[config.mk]
export PLATFORM = sky130hd
export DESIGN_NAME = sound_sequencer
export DESIGN_NICKNAME = d
export VERILOG_FILES = /design/src/rtl/sound_pkg.sv /design/src/rtl/sound_arbiter.sv /design/src/rtl/sound_sequencer.sv
export SDC_FILE = /design/constraint.sdc
export NUM_CORES = 1
export LEC_CHECK = 0
export CAP_MARGIN = 5
export CORE_UTILIZATION = 40
export DETAILED_ROUTE_END_ITERATION = 10
export PLACE_DENSITY = 0.62
export SYNTH_ARGS = -nofsm -noshare
export SYNTH_HDL_FRONTEND = slang
export SYNTH_SLANG_ARGS = --single-unit
export TNS_END_PERCENT = 5
[constraint.sdc]
create_clock -name clk -period 3 [get_ports clk]
set_input_delay 0.6 -clock clk [delete_from_list [all_inputs] [get_ports clk]]
set_output_delay 0.6 -clock clk [all_outputs]
set_load 0.02 [all_outputs]
[src/rtl/sound_pkg.sv]
// Shared sound definitions used by the sequencer and the PWM sound controller.
package sound_pkg;

  // Sound codes; the code is also the bit index in request/ack vectors.
  localparam logic [1:0] SND_PING = 2'd0;
  localparam logic [1:0] SND_PONG = 2'd1;
  localparam logic [1:0] SND_GO   = 2'd2;
  localparam logic [1:0] SND_STOP = 2'd3;

  typedef enum logic [1:0] {
    ST_IDLE = 2'd0,
    ST_PLAY = 2'd1,
    ST_GAP  = 2'd2
  } state_t;

  // One-hot mask for a sound code.
  function automatic logic [3:0] code_onehot(input logic [1:0] code);
    return 4'b0001 << code;
  endfunction

endpackage

[src/rtl/sound_arbiter.sv]
// Fixed-priority picker: the highest set request bit wins (stop > go > pong > ping).
module sound_arbiter
  import sound_pkg::*;
(
  input  logic [3:0] reqs,
  output logic [1:0] winner,
  output logic       valid
);

  // Priority encode the request set.
  always_comb begin
    // NOTE: every output gets a default first so no path through the block infers a latch.
    winner = SND_PING;
    valid  = 1'b1;
    if (reqs[3])      winner = SND_STOP;
    else if (reqs[2]) winner = SND_GO;
    else if (reqs[1]) winner = SND_PONG;
    else if (reqs[0]) winner = SND_PING;
    else              valid  = 1'b0;
  end

endmodule

[src/rtl/sound_sequencer.sv]
// Latches sound requests, grants one at a time by priority, and times each
// sound's play and trailing silent gap for the single sound_controller path.
module sound_sequencer
  import sound_pkg::*;
#(
  parameter int unsigned DUR_PING = 1_200_000,
  parameter int unsigned DUR_PONG = 1_200_000,
  parameter int unsigned DUR_GO   = 3_600_000,
  parameter int unsigned DUR_STOP = 6_000_000,
  parameter int unsigned GAP      = 240_000,
  parameter int unsigned CNT_W    = 23
) (
  input  logic       clk,
  input  logic       rst,
  input  logic [3:0] req,
  input  logic       mute_in,
  output logic [2:0] code_sound,
  output logic       mute,
  output logic [3:0] ack,
  output logic       busy
);

  localparam logic [CNT_W-1:0] STOP_M1 = CNT_W'(DUR_STOP - 1);
  localparam logic [CNT_W-1:0] GAP_M1  = CNT_W'((GAP > 0) ? GAP - 1 : 0);

  state_t           state;
  logic [CNT_W-1:0] cnt;
  logic [3:0]       pending;

  logic [3:0]       grant_set;
  logic [1:0]       winner;
  logic             grant_valid;
  logic [3:0]       win_mask;
  logic [CNT_W-1:0] dur_m1;
  logic             preempt;

  assign grant_set = pending | req;
  assign win_mask  = code_onehot(winner);
  // A stop request cuts into any play or gap that is not already stop.
  assign preempt   = req[3] && (code_sound[1:0] != SND_STOP);

  sound_arbiter u_arbiter (
    .reqs   (grant_set),
    .winner (winner),
    .valid  (grant_valid)
  );

  // Duration reload for the current winner.
  always_comb begin
    dur_m1 = CNT_W'(DUR_PING - 1);
    unique case (winner)
      SND_PING: dur_m1 = CNT_W'(DUR_PING - 1);
      SND_PONG: dur_m1 = CNT_W'(DUR_PONG - 1);
      SND_GO:   dur_m1 = CNT_W'(DUR_GO - 1);
      SND_STOP: dur_m1 = CNT_W'(DUR_STOP - 1);
      default:  dur_m1 = CNT_W'(DUR_PING - 1);
    endcase
  end

  // Sequencer FSM with registered outputs; mute/busy are set for the state being entered.
  always_ff @(posedge clk) begin
    // NOTE: state registers use non-blocking assignment so every register samples pre-edge values.
    if (rst) begin
      state      <= ST_IDLE;
      cnt        <= '0;
      pending    <= '0;
      code_sound <= 3'b000;
      mute       <= 1'b1;
      ack        <= 4'b0000;
      busy       <= 1'b0;
    end else begin
      ack     <= 4'b0000;
      pending <= pending | req;
      unique case (state)
        ST_IDLE: begin
          if (grant_valid) begin
            state      <= ST_PLAY;
            cnt        <= dur_m1;
            code_sound <= {1'b0, winner};
            ack        <= win_mask;
            pending    <= grant_set & ~win_mask;
            mute       <= mute_in;
            busy       <= 1'b1;
          end else begin
            mute <= 1'b1;
            busy <= 1'b0;
          end
        end
        ST_PLAY, ST_GAP: begin
          if (preempt) begin
            state      <= ST_PLAY;
            cnt        <= STOP_M1;
            code_sound <= {1'b0, SND_STOP};
            ack        <= 4'b1000;
            pending    <= grant_set & 4'b0111;
            mute       <= mute_in;
            busy       <= 1'b1;
          end else if (cnt == '0) begin
            if (state == ST_PLAY && GAP > 0) begin
              state <= ST_GAP;
              cnt   <= GAP_M1;
              mute  <= 1'b1;
              busy  <= 1'b1;
            end else begin
              state <= ST_IDLE;
              mute  <= 1'b1;
              busy  <= 1'b0;
            end
          end else begin
            cnt  <= cnt - CNT_W'(1);
            mute <= mute_in | (state != ST_PLAY);
            busy <= 1'b1;
          end
        end
        default: begin
          state <= ST_IDLE;
          mute  <= 1'b1;
          busy  <= 1'b0;
        end
      endcase
    end
  end

endmodule

==> results by stage <==
Run status:
- The flow ran to the end, and the final reports show no timing, DRC or antenna violations.

Placed design:
- The placement-stage worst setup slack is 0.293 ns.
- After detailed placement, the design holds a cell count of 358.
- The detailed placement HPWL is 4.45 mm.
- The total cell area at the placement stage is 0.00245 sq mm.
- Input and output buffers added on the ports amount to 14.
- The routability congestion estimate is 0.877.

Logic synthesis:
- The synthesized design spends more area on one cell type than any other, namely sky130_fd_sc_hd__dfxtp_1.
- The share of async-settable or async-resettable flops after synthesis is 0%.
- Yosys printed 0 warnings.
- The top flip-flop cell by instance count after synthesis is sky130_fd_sc_hd__dfxtp_1.
- After Yosys synthesis, full adders, half adders and majority gates account for 3.45% of the synthesized area.
- The simple-gate share of the synthesized area is 25.4%.
- Synthesis produced a netlist whose cell count is 273.
- The average instance in the mapped netlist occupies 7.97 sq um.
- The share of the synthesized area in the top cell type is 34.0%.
- After synthesis, the netlist uses 58 different library cells.
- After synthesis, the cell types taking the most area are sky130_fd_sc_hd__dfxtp_1 34%, sky130_fd_sc_hd__nor2_1 4.7%, sky130_fd_sc_hd__a21oi_1 4.6%.
- The mux cell area share after synthesis is 0%.
- Of the synthesized area, sequential elements account for 34.0%.
- The complex-gate fraction of the synthesized area is 32.2%.
- Summing the areas of all xor and xnor instances in the mapped netlist gives 0% of the synthesized area.
- The number of register bits inferred by synthesis is 37.
- Yosys mapped a number of flops with a built-in enable equal to 0.
- By area, the combinational part of the netlist is dominated by compound AO/OA/AOI/OAI gates.
- The number of nets handed over by synthesis was 286.
- The post-synthesis instance area is 0.00218 sq mm.

Critical path:
- By startpoint and endpoint, the worst setup path is classified as register to register.
- STA classifies the critical path endpoint as a register.
- The required time of the worst setup path is 3.21 ns.
- For the worst setup path, the data arrival time is 2.68 ns.
- The startpoint class of the critical path is a register.
- The top fanout value on the critical path is 11.

Timing:
- On the final layout, the worst clock skew is 0.00647 ns.
- Setup repair after global routing left no endpoint under its margin.
- The worst slew margin relative to its limit is 38.3%.
- On the final layout, the worst hold slack is 0.510 ns.
- The worst path needs 2.47 ns of the cycle, external delays included.
- In the finished design, the share of the clock period the worst path needs comes to 82.2%.
- The final-report hold violation count came to 0.
- Setup violations remaining at the end of the flow were counted as 0.
- The post-route setup TNS is 0 ns.
- The smallest setup slack after layout is 0.534 ns.
- The maximum clock rate is 0.406 GHz.
- The actual transition at the worst max-transition pin is 0.920 ns.
- The number of pins exceeding their max-slew limit in the final report came to 0.

Pwr:
- The clock power share is 22.2%.
- Of the total power, registers draw 41.8%.
- In this run the power spent charging and discharging nets is 0.605 mW.
- Summing internal, switching and leakage power gives 1.57 mW.
- The part of the total power dissipated in combinational logic is 36.0%.
- Power spread over the standard cell area amounts to 621 mW/mm^2.
- VDD sags by at most 0.294 mV.
- The cell leakage power is 0.929 nW.
- Internal power comes to 0.968 mW.
- Net switching is 38.5% of the power.

Job:
- The number of maximum-capacitance constraint violations is 0.

Floorplanning:
- The die width is 75.8 um.
- The y dimension of the die is 75.8 um.
- The floorplan step defined a die boundary enclosing 0.00574 sq mm.
- The core region is 0.00517 sq mm.
- In this run the core area contains 26 standard-cell rows.
- The starting utilization of the core area is 42.1%.
- The number of I/O pins is 16.

Layout:
- The total inserted antenna cells is 0.
- The total number of nets in the final design is 308.
- The fraction of final layout cells with drive strength greater than 1 is 12.5%.
- The area added between synthesis and finish is 16.4%.
- The count of non-filler cells in the finished layout is 366.
- In the layout the commonest cells are 37 x sky130_fd_sc_hd__dfxtp_1, 27 x sky130_fd_sc_hd__nor2_1, 20 x sky130_fd_sc_hd__nand2_1, 20 x sky130_fd_sc_hd__o21ai_0, 20 x sky130_fd_sc_hd__a21oi_1.
- Once layout is done, the placed cells without fillers occupy 0.00253 sq mm.
- The most common library cell in the layout ignoring fill and taps is sky130_fd_sc_hd__dfxtp_1.
- The end-of-flow core utilization is 49.0%.

Clock tree:
- TritonCTS created 5 clock buffers.
- The count of hold buffers inserted by post-cts repair is 0.
- The total clock sinks is 37.
- Clock-pin slew was measured on the worst setup and hold paths at 0.08 ns.
- The number of resized instances in the post-cts repair step is 0.
- The number of setup buffers added after CTS is 0.
- The H-tree was split into 2 levels.
- The clock tree buffer depth is 2.
- The clock reaches the later pin of the worst-skew pair after 0.30 ns.
- The buffer cell driving the clock tree root is sky130_fd_sc_hd__clkbuf_8.
- The clock tree from TritonCTS is built.

Detailed routing:
- The routed layout has 2,275 vias.
- The routed length per instance is 16.8 um.
- The final wirelength is 6.16 mm.
- In the routed design, unresolved DRC markers number 0.
- The number of routed nets with antenna violations is 0.
- Dividing the detail-routed via count by the number of cells gives 6.22.
- The count of TritonRoute iterations in the first routing pass is 5.
- The violation count after the first detailed-routing iteration is 244.

Global routing:
- Entering global routing, the biggest net connects 19 pins.
- The wire length of the first global-routing pass is 9.62 mm.
- The global router's overall resource usage is 22.8%.
- The number of antenna violations at the first check in global routing is 0.
- The remaining global-route overflow is 0.
- The via count of the first global-routing pass was 1,912.

Worst hold path:
- The path type of the worst min-delay path is register to register.
==> Yosys cell counts (all sizes together) (3+ instances only) <==
cell type	n
and3	3
a211oi	5
nand2	20
o31a	3
nor3	16
buf	5
ha	6
o21ai	21
nor4	7
or3	4
a31oi	6
nand3	8
a311oi	4
clkbuf	8
nand4	4
nor2b	3
a31o	4
o22ai	3
nor2	27
a32o	3
a21oi	21
o32ai	3
inv	11
or4	4
o221a	3
dfxtp	37
==> sequential cells by signal, indices dropped and copies added (netlist names) <==
signal,count
mute,1
ack,4
pending,4
code_sound,2
cnt,23
state,2
busy,1
==> layer usage <==
metal  global-route usage [%]  vias to the layer above  part of all wire (%)
li1                         -                     1097                     -
met2                     32.2                       96                    42
met4                     8.02                        0                   2.3
met1                     33.1                     1066                    48
met5                        0                        -                     0
met3                     5.95                       16                   6.9
==> cells by family (layout without fill, tap and decap cells) <==
group           Yosys count  after routing
fa+ha+maj                 6              6
buf+inv                  25             48
simple gates            105            105
other cells               1              1
compound gates           99             99
flops                    37             37
==> area by class of cell <==
type,instances,area [sq um]
Inverter,12,45.0
Clock buffer,6,72.6
Sequential cell,37,741
Timing Repair Buffer,28,245
Clock inverter,2,10.0
Fill cell,514,2640
Tap cell,70,87.6
Multi-Input combinational cell,211,1330
==> critical path, cell delays in order, from the launching register on <==
cell	delay, ns
sky130_fd_sc_hd__dfxtp_1	0.39
sky130_fd_sc_hd__inv_1	0.08
sky130_fd_sc_hd__ha_1	0.50
sky130_fd_sc_hd__inv_1	0.15
sky130_fd_sc_hd__nor2_1	0.36
sky130_fd_sc_hd__o21ai_1	0.35
sky130_fd_sc_hd__o31a_1	0.38
sky130_fd_sc_hd__o32ai_2	0.18
==> path summary, 6_finish.rpt <==
| kind | to | slack (ns) | cells past startpoint | from |
|---|---|---|---|---|
| worst max-delay path | cnt[21] | 0.53 | 7 | state[0] |
| worst min-delay path | cnt[5] | 0.51 | 2 | cnt[5] |
| worst max register to register | cnt[21] | 0.53 | 7 | state[0] |
| worst min register to register | cnt[5] | 0.51 | 2 | cnt[5] |
==> power groups by stage <==
stage	logic, mW	registers [mW]	clock network, mW
5_1_grt	0.619	0.669	0.388
3_5_place_dp	0.556	0.666	0
3_3_place_gp	0.556	0.666	0
2_1_floorplan	0.359	0.670	0
4_1_cts	0.559	0.655	0.356
6_report	0.566	0.658	0.349
No activity file was read; power rests on OpenSTA's default activity.
